--- src/rtl/ecc_seq_pkg.sv ---
// Shared definitions for the ECC point-multiplication sequencer:
// micro-op encoding, register map, microcode ROM and FSM states.
package ecc_seq_pkg;

  localparam logic [1:0] OP_ADD = 2'd0;
  localparam logic [1:0] OP_SUB = 2'd1;
  localparam logic [1:0] OP_MUL = 2'd2;
  localparam logic [1:0] OP_INV = 2'd3;

  localparam logic [2:0] R_QX   = 3'd0;
  localparam logic [2:0] R_QY   = 3'd1;
  localparam logic [2:0] R_PX   = 3'd2;
  localparam logic [2:0] R_PY   = 3'd3;
  localparam logic [2:0] R_A    = 3'd4;
  localparam logic [2:0] R_T0   = 3'd5;
  localparam logic [2:0] R_T1   = 3'd6;
  localparam logic [2:0] R_ZERO = 3'd7;

  localparam logic [4:0] DBL_BASE = 5'd0;
  localparam logic [4:0] DBL_LEN  = 5'd14;
  localparam logic [4:0] ADD_BASE = 5'd14;
  localparam logic [4:0] ADD_LEN  = 5'd11;
  localparam logic [4:0] DBL_LAST = DBL_BASE + DBL_LEN - 5'd1;
  localparam logic [4:0] ADD_LAST = ADD_BASE + ADD_LEN - 5'd1;

  typedef struct packed {
    logic [1:0] op;
    logic [2:0] dst;
    logic [2:0] src_a;
    logic [2:0] src_b;
  } uinst_t;

  typedef enum logic [3:0] {
    S_IDLE,
    S_BIT,
    S_CHKD,
    S_SELADD,
    S_CHKA,
    S_ISSUE,
    S_WAIT,
    S_NEXT,
    S_DONE
  } state_e;

  function automatic uinst_t ui(
    input logic [1:0] op,
    input logic [2:0] d,
    input logic [2:0] a,
    input logic [2:0] b
  );
    uinst_t u;
    u.op    = op;
    u.dst   = d;
    u.src_a = a;
    u.src_b = b;
    return u;
  endfunction

  // R5 carries lambda, R6 carries x3; R0 is scratch until the final move.
  function automatic uinst_t rom(input logic [4:0] pc);
    uinst_t u;
    case (pc)
      5'd0:    u = ui(OP_MUL, R_T0, R_QX, R_QX);
      5'd1:    u = ui(OP_ADD, R_T1, R_T0, R_T0);
      5'd2:    u = ui(OP_ADD, R_T0, R_T1, R_T0);
      5'd3:    u = ui(OP_ADD, R_T0, R_T0, R_A);
      5'd4:    u = ui(OP_ADD, R_T1, R_QY, R_QY);
      5'd5:    u = ui(OP_INV, R_T1, R_T1, R_ZERO);
      5'd6:    u = ui(OP_MUL, R_T0, R_T0, R_T1);
      5'd7:    u = ui(OP_MUL, R_T1, R_T0, R_T0);
      5'd8:    u = ui(OP_SUB, R_T1, R_T1, R_QX);
      5'd9:    u = ui(OP_SUB, R_T1, R_T1, R_QX);
      5'd10:   u = ui(OP_SUB, R_QX, R_QX, R_T1);
      5'd11:   u = ui(OP_MUL, R_QX, R_T0, R_QX);
      5'd12:   u = ui(OP_SUB, R_QY, R_QX, R_QY);
      5'd13:   u = ui(OP_ADD, R_QX, R_T1, R_ZERO);
      5'd14:   u = ui(OP_SUB, R_T0, R_PY, R_QY);
      5'd15:   u = ui(OP_SUB, R_T1, R_PX, R_QX);
      5'd16:   u = ui(OP_INV, R_T1, R_T1, R_ZERO);
      5'd17:   u = ui(OP_MUL, R_T0, R_T0, R_T1);
      5'd18:   u = ui(OP_MUL, R_T1, R_T0, R_T0);
      5'd19:   u = ui(OP_SUB, R_T1, R_T1, R_QX);
      5'd20:   u = ui(OP_SUB, R_T1, R_T1, R_PX);
      5'd21:   u = ui(OP_SUB, R_QX, R_QX, R_T1);
      5'd22:   u = ui(OP_MUL, R_QX, R_T0, R_QX);
      5'd23:   u = ui(OP_SUB, R_QY, R_QX, R_QY);
      5'd24:   u = ui(OP_ADD, R_QX, R_T1, R_ZERO);
      default: u = ui(OP_ADD, R_ZERO, R_ZERO, R_ZERO);
    endcase
    return u;
  endfunction

endpackage

--- src/rtl/ecc_seq_regfile.sv ---
// Point register file: 8 x SIZE, two read ports, one micro-op write
// port, plus bulk load of the base point and Q <- P copy.
module ecc_seq_regfile
  import ecc_seq_pkg::*;
#(
  parameter int SIZE = 32
) (
  input  logic            i_clk,
  input  logic            i_rst,
  input  logic            i_load,
  input  logic [SIZE-1:0] i_px,
  input  logic [SIZE-1:0] i_py,
  input  logic [SIZE-1:0] i_a,
  input  logic            i_copy_p,
  input  logic            i_we,
  input  logic [2:0]      i_waddr,
  input  logic [SIZE-1:0] i_wdata,
  input  logic [2:0]      i_raddr0,
  input  logic [2:0]      i_raddr1,
  output logic [SIZE-1:0] o_rdata0,
  output logic [SIZE-1:0] o_rdata1,
  output logic            o_qp_xeq,
  output logic            o_qp_yeq,
  output logic            o_qy_zero
);

  logic [SIZE-1:0] r_q [0:7];
  logic [SIZE-1:0] r_d [0:7];

  always_comb begin
    r_d = r_q;
    if (i_load) begin
      for (int i = 0; i < 8; i++) r_d[i] = '0;
      r_d[R_PX] = i_px;
      r_d[R_PY] = i_py;
      r_d[R_A]  = i_a;
    end else if (i_copy_p) begin
      r_d[R_QX] = r_q[R_PX];
      r_d[R_QY] = r_q[R_PY];
    end else if (i_we) begin
      r_d[i_waddr] = i_wdata;
    end
    r_d[R_ZERO] = '0;
  end

  always_ff @(posedge i_clk or posedge i_rst) begin
    if (i_rst) begin
      for (int i = 0; i < 8; i++) r_q[i] <= '0;
    end else begin
      r_q <= r_d;
    end
  end

  assign o_rdata0  = r_q[i_raddr0];
  assign o_rdata1  = r_q[i_raddr1];
  assign o_qp_xeq  = (r_q[R_QX] == r_q[R_PX]);
  assign o_qp_yeq  = (r_q[R_QY] == r_q[R_PY]);
  assign o_qy_zero = (r_q[R_QY] == '0);

endmodule

--- src/rtl/ecc_point_mult_sequencer.sv ---
// MSB-first double-and-add scheduler: computes Q = k*P by issuing
// DBL/ADD microcode one GFAU micro-op at a time.
module ecc_point_mult_sequencer
  import ecc_seq_pkg::*;
#(
  parameter int SIZE  = 32,
  parameter int KEY_W = 32
) (
  input  logic             i_clk,
  input  logic             i_rst,
  input  logic             i_start,
  input  logic [KEY_W-1:0] i_k,
  input  logic [SIZE-1:0]  i_px,
  input  logic [SIZE-1:0]  i_py,
  input  logic [SIZE-1:0]  i_a,
  output logic             o_busy,
  output logic             o_done,
  output logic [SIZE-1:0]  o_qx,
  output logic [SIZE-1:0]  o_qy,
  output logic             o_inf,
  output logic             o_gfau_start,
  output logic [1:0]       o_gfau_op,
  output logic [SIZE-1:0]  o_gfau_in0,
  output logic [SIZE-1:0]  o_gfau_in1,
  input  logic             i_gfau_done,
  input  logic [SIZE-1:0]  i_gfau_result
);

  localparam int IW = (KEY_W > 1) ? $clog2(KEY_W) : 1;
  localparam logic [IW-1:0] IDX_TOP = IW'(KEY_W - 1);

  state_e           state_q, state_d;
  logic [4:0]       pc_q, pc_d;
  logic [IW-1:0]    idx_q, idx_d;
  logic [KEY_W-1:0] k_q, k_d;
  logic             inf_q, inf_d;
  logic             dbl_add_q, dbl_add_d;
  logic [SIZE-1:0]  qx_q, qx_d;
  logic [SIZE-1:0]  qy_q, qy_d;
  logic             qinf_q, qinf_d;

  uinst_t          ins;
  logic            exec;
  logic            load, copy_p, we;
  logic [SIZE-1:0] rd0, rd1;
  logic            xeq, yeq, qy_zero;

  assign ins  = rom(pc_q);
  assign exec = (state_q == S_ISSUE) || (state_q == S_WAIT);

  ecc_seq_regfile #(.SIZE(SIZE)) u_rf (
    .i_clk     (i_clk),
    .i_rst     (i_rst),
    .i_load    (load),
    .i_px      (i_px),
    .i_py      (i_py),
    .i_a       (i_a),
    .i_copy_p  (copy_p),
    .i_we      (we),
    .i_waddr   (ins.dst),
    .i_wdata   (i_gfau_result),
    .i_raddr0  (exec ? ins.src_a : R_QX),
    .i_raddr1  (exec ? ins.src_b : R_QY),
    .o_rdata0  (rd0),
    .o_rdata1  (rd1),
    .o_qp_xeq  (xeq),
    .o_qp_yeq  (yeq),
    .o_qy_zero (qy_zero)
  );

  always_comb begin
    state_d   = state_q;
    pc_d      = pc_q;
    idx_d     = idx_q;
    k_d       = k_q;
    inf_d     = inf_q;
    dbl_add_d = dbl_add_q;
    qx_d      = qx_q;
    qy_d      = qy_q;
    qinf_d    = qinf_q;
    load      = 1'b0;
    copy_p    = 1'b0;
    we        = 1'b0;
    unique case (state_q)
      S_IDLE: begin
        if (i_start) begin
          load      = 1'b1;
          k_d       = i_k;
          inf_d     = 1'b1;
          dbl_add_d = 1'b0;
          idx_d     = IDX_TOP;
          state_d   = S_BIT;
        end
      end
      S_BIT: begin
        state_d = inf_q ? S_SELADD : S_CHKD;
      end
      // A doubling that stands in for Q+P (Q == P) resumes at NEXT.
      S_CHKD: begin
        if (qy_zero) begin
          inf_d     = 1'b1;
          dbl_add_d = 1'b0;
          state_d   = dbl_add_q ? S_NEXT : S_SELADD;
        end else begin
          pc_d    = DBL_BASE;
          state_d = S_ISSUE;
        end
      end
      S_SELADD: begin
        if (!k_q[idx_q]) begin
          state_d = S_NEXT;
        end else if (inf_q) begin
          copy_p  = 1'b1;
          inf_d   = 1'b0;
          state_d = S_NEXT;
        end else begin
          state_d = S_CHKA;
        end
      end
      S_CHKA: begin
        if (xeq && yeq) begin
          dbl_add_d = 1'b1;
          state_d   = S_CHKD;
        end else if (xeq) begin
          inf_d   = 1'b1;
          state_d = S_NEXT;
        end else begin
          pc_d    = ADD_BASE;
          state_d = S_ISSUE;
        end
      end
      S_ISSUE: begin
        state_d = S_WAIT;
      end
      S_WAIT: begin
        if (i_gfau_done) begin
          we = 1'b1;
          if (pc_q == DBL_LAST) begin
            dbl_add_d = 1'b0;
            state_d   = dbl_add_q ? S_NEXT : S_SELADD;
          end else if (pc_q == ADD_LAST) begin
            state_d = S_NEXT;
          end else begin
            pc_d    = pc_q + 5'd1;
            state_d = S_ISSUE;
          end
        end
      end
      S_NEXT: begin
        if (idx_q == '0) begin
          qx_d    = inf_q ? '0 : rd0;
          qy_d    = inf_q ? '0 : rd1;
          qinf_d  = inf_q;
          state_d = S_DONE;
        end else begin
          idx_d   = idx_q - 1'b1;
          state_d = S_BIT;
        end
      end
      S_DONE: begin
        state_d = S_IDLE;
      end
      default: begin
        state_d = S_IDLE;
      end
    endcase
  end

  always_ff @(posedge i_clk or posedge i_rst) begin
    if (i_rst) begin
      state_q   <= S_IDLE;
      pc_q      <= '0;
      idx_q     <= '0;
      k_q       <= '0;
      inf_q     <= 1'b0;
      dbl_add_q <= 1'b0;
      qx_q      <= '0;
      qy_q      <= '0;
      qinf_q    <= 1'b0;
    end else begin
      state_q   <= state_d;
      pc_q      <= pc_d;
      idx_q     <= idx_d;
      k_q       <= k_d;
      inf_q     <= inf_d;
      dbl_add_q <= dbl_add_d;
      qx_q      <= qx_d;
      qy_q      <= qy_d;
      qinf_q    <= qinf_d;
    end
  end

  assign o_busy       = (state_q != S_IDLE);
  assign o_done       = (state_q == S_DONE);
  assign o_qx         = qx_q;
  assign o_qy         = qy_q;
  assign o_inf        = qinf_q;
  assign o_gfau_start = (state_q == S_ISSUE);
  assign o_gfau_op    = exec ? ins.op : OP_ADD;
  assign o_gfau_in0   = exec ? rd0 : '0;
  assign o_gfau_in1   = exec ? rd1 : '0;

endmodule

--- config.mk ---
export PLATFORM = sky130hd
export DESIGN_NAME = ecc_point_mult_sequencer
export DESIGN_NICKNAME = d
export VERILOG_FILES = /design/src/rtl/ecc_seq_pkg.sv /design/src/rtl/ecc_seq_regfile.sv /design/src/rtl/ecc_point_mult_sequencer.sv
export SDC_FILE = /design/constraint.sdc
export NUM_CORES = 1
export LEC_CHECK = 0
export ABC_AREA = 1
export ABC_CLOCK_PERIOD_IN_PS = 17900
export CAP_MARGIN = 20
export CORE_AREA = 2 2 218 305
export DETAILED_ROUTE_END_ITERATION = 8
export DIE_AREA = 0 0 220 307
export GPL_ROUTABILITY_DRIVEN = 0
export PLACE_DENSITY = 0.63
export SLEW_MARGIN = 25
export SYNTH_ARGS = -nofsm -noshare
export SYNTH_HDL_FRONTEND = slang
export SYNTH_SLANG_ARGS = --single-unit
--- constraint.sdc ---
create_clock -name i_clk -period 17.9 [get_ports i_clk]
set_clock_uncertainty 0.15 [all_clocks]
set_input_delay 3.58 -clock i_clk [delete_from_list [all_inputs] [get_ports i_clk]]
set_output_delay 3.58 -clock i_clk [all_outputs]
set_load 0.05 [all_outputs]
==> results.ini <==
[status]
status = finished clean

[finish]
syn_to_final_growth_pct = 20.32
post-route-util = 0.4165
instances_no_fill = 4349
drive_above_1_share = 0.05684
nets = 3650

[timing]
worstMarginPinSlew_ps = 1134
period_minus_slack_ps = 9318
worst_slack_ps = 8582
drv_slew = 0
relSlewSlack = 0.2432
post-route-period-util = 0.5205
hold_viol = 0
rsz0062_at_grt = false
fmax_ghz = 0.1073
setup_tns_ps = 0
hold_ws_ps = 315.6
setup_viol = 0

[detailed_routing]
wl_per_cell_um = 20.92
drcViolationCount = 0
routed_wirelength_um = 90970
vias = 23880
drt_iter0_markers = 2375
drtAntennaViolNets = 0
drtPass1Iterations = 7
via_per_inst = 5.490

[power]
p_clk_frac = 0.182
power.switching_mw = 2.526
p_seq_frac = 0.258
switching_share = 0.5191
p_comb_frac = 0.560
p_leak_nw = 12.68
internal_power_mw = 2.340
power.density_nw_per_um2 = 179.8
ir_worst_vdd_uv = 96.70

[clocking]
clk_latency_ps = 590
cts_max_level = 2
postCtsSetupBuffers = 0
cts.path.max_buffers = 3
numCtsBuffers = 40
cts_sinks = 337
cts.clk_slew.worst_paths_ps = 60
cts_tree = done
ctsHoldBuffers = 0
cts.repair.resized = 0
cts_root_buf = clkbuf_16

[worst_setup_path]
worstPathMaxFanout = 103
startpoint = state_q[1]
rrSetupSlack_ps = 13300
r2r_end = o_qy[31]
crit_end = o_gfau_in1[30]
path_class = register to output port
crit_slowest_cell = clkdlybuf4s50_1
r2r_start = state_q[1]
critical_path.top_delay_family = buffers and inverters
slowest_delay_ps = 920
crit_arrival_ps = 5590
crit_chain = inv_1 > nand2_1 > a21oi_4 > buf_4 > buf_6 > inv_2 > nor3_1 > clkinv_2 > buf_4 > nand3_1 > nand2_1 > nor2_1 > clkdlybuf4s50_1
path_buf_inv = 7
crit_required_ps = 14170
r2r_cells = 13
crit_path_start_kind = register
crit_cells = 13
cp-end-kind = output port

[floorplanning]
dieWidth_um = 220
coreArea_um2 = 65000
io-pin-count = 298
rows = 111
die-area_um2 = 67540
die_y_um = 307
start_util = 0.3461

[global_routing]
gr-usage-all-layers = 0.2662
grt_pass1_vias = 22570
antenna_found_initial = 5
grt-ovfl-total = 0
grt_max_degree = 129
grt_first_pass_wirelength_um = 138300

[synth]
synth_fp_nets = 3527
syn_inst = 3352
ys_types = 40
avgSynthCellArea_um2 = 6.711
synth_warnings = 0
synth-seq-cells = 337
ys_seq_area_frac = 0.3749
synth_area_um2 = 22500

[place]
hpwl_um = 60730
io_buffers = 297
dp_slack_ps = 8979
place_inst = 4280

[hold_path]
hold_class = register to register

[flow_run]
cap_violations = 0

==> worst reg2reg max path, stage by stage, from the launching register on <==
cell	delay, ps
dfrtp_1	410
inv_1	70
nand2_1	120
a21oi_4	170
buf_4	590
buf_6	750
inv_2	260
nor3_1	370
clkinv_2	470
buf_4	460
a21oi_1	250
nand2_1	90
nand3_1	240
nand2_1	90
==> kinds of logic after synthesis <==
logic type,share of synthesized area
DFF,0.3749
xor gates and xnor gates,0.01363
AOI/OAI and AO/OA,0.09572
and+or+nand+nor,0.4100
buffers and inverters,0.09967
adders and majority gates,0.006118
==> per-stage QoR <==
step | total power, mW | area (um^2)
2_1_floorplan | 3.120 | 22500
3_3_place_gp | 3.925 | 25670
3_5_place_dp | 3.949 | 25700
4_1_cts | 4.844 | 27060
5_1_grt | 5.203 | 27070
6_report | 4.866 | 27070
==> state kept, by name (all words and copies together) (netlist names) <==
| name | flops |
|---|---|
| u_rf.r_q | 224 |
| k_q | 32 |
| o_qx | 32 |
| o_qy | 32 |
| idx_q | 5 |
| pc_q | 5 |
| state_q | 4 |
| dbl_add_q | 1 |
| inf_q | 1 |
| o_inf | 1 |
==> cells in the final DEF, fill, tap and decap left out, types with 8 or more instances in the layout <==
cell type / Yosys / final
a21oi_2: 24 / 22
o21ai_0: 76 / 76
inv_1: 252 / 248
ha_1: 11 / 11
o211ai_2: 24 / 24
nand3_1: 799 / 797
inv_2: 16 / 17
a21oi_1: 84 / 84
clkbuf_16: 0 / 42
nor2_1: 142 / 140
clkdlybuf4s50_1: 0 / 297
o21ai_1: 91 / 91
o211ai_1: 37 / 37
buf_4: 14 / 33
clkbuf_1: 85 / 8
nand2_1: 1055 / 1052
nand4_1: 76 / 76
xnor2_1: 30 / 30
nor2_4: 5 / 9
dfrtp_1: 337 / 337
==> synthesized netlist by cell type <==
master | instances | area, um^2
a21boi_0 | 1 | 7.510
nor2_8 | 2 | 40.04
a21oi_1 | 84 | 420.4
o31ai_1 | 2 | 15.01
o211ai_2 | 24 | 300.3
xnor2_1 | 30 | 262.8
buf_4 | 14 | 105.1
and2_1 | 1 | 6.260
a21oi_2 | 24 | 210.2
inv_4 | 1 | 6.260
ha_1 | 11 | 137.6
clkbuf_1 | 85 | 319.1
o211ai_1 | 37 | 277.8
o21ai_2 | 1 | 8.760
nor2_2 | 3 | 18.77
buf_2 | 104 | 520.5
inv_2 | 16 | 60.06
nand3_1 | 799 | 3999
a22oi_2 | 1 | 12.51
nor3_2 | 1 | 10.01
nand2_1 | 1055 | 3960
a31oi_2 | 1 | 12.51
buf_1 | 34 | 127.6
nor3_1 | 5 | 25.02
dfrtp_1 | 337 | 8433
nor2_1 | 142 | 533.0
a311oi_1 | 1 | 8.760
a31oi_1 | 3 | 18.77
o21ai_4 | 1 | 16.27
nand2_2 | 6 | 37.54
buf_6 | 14 | 157.7
nor2_4 | 5 | 56.30
nand2_4 | 2 | 22.52
a221oi_1 | 1 | 8.760
o21ai_0 | 76 | 380.4
nand3_2 | 4 | 40.04
nand4_1 | 76 | 475.5
o21ai_1 | 91 | 455.4
inv_1 | 252 | 945.9
xor2_1 | 5 | 43.79
==> per-layer routing <==
metal	part of all wire	wire, um	global-route usage	vias up
li1	-	-	-	11290
met5	0.00054	49	0	-
met4	0.047	4275	0.1166	8
met1	0.41	37000	0.3504	11200
met2	0.46	41940	0.4247	1153
met3	0.085	7696	0.04876	224
==> final cells by class <==
class                   instances  area, um^2
fillers                      6831       37930
multi-input cells            2495       11920
flip-flops and latches        337        8433
repair buffers                332        3259
clock buffers                  52        1109
well taps                     847        1060
inverters                     269        1026
clock inverters                16       256.5
diodes                          1       2.502
==> power by group through the flow <==
stage	clock (mW)	combinational, mW	sequential, mW
after floorplan	0	1.94	1.18
after global placement	0	2.67	1.25
after detailed placement	0	2.69	1.26
after CTS	0.898	2.70	1.25
after global routing	0.921	2.99	1.29
final	0.884	2.72	1.26
==> worst min path at each step <==
stage	depth (start not counted)	from	slack, ps	endpoint
6_report	2	k_q[4]	320	k_q[4]
5_1_grt	2	k_q[7]	340	k_q[7]
4_1_cts	2	k_q[4]	320	k_q[4]
3_5_place_dp	2	k_q[4]	310	k_q[4]
3_3_place_gp	2	k_q[8]	310	k_q[8]
2_1_floorplan	2	k_q[20]	290	k_q[20]
Note: power is estimated with default switching activity, not from simulation.
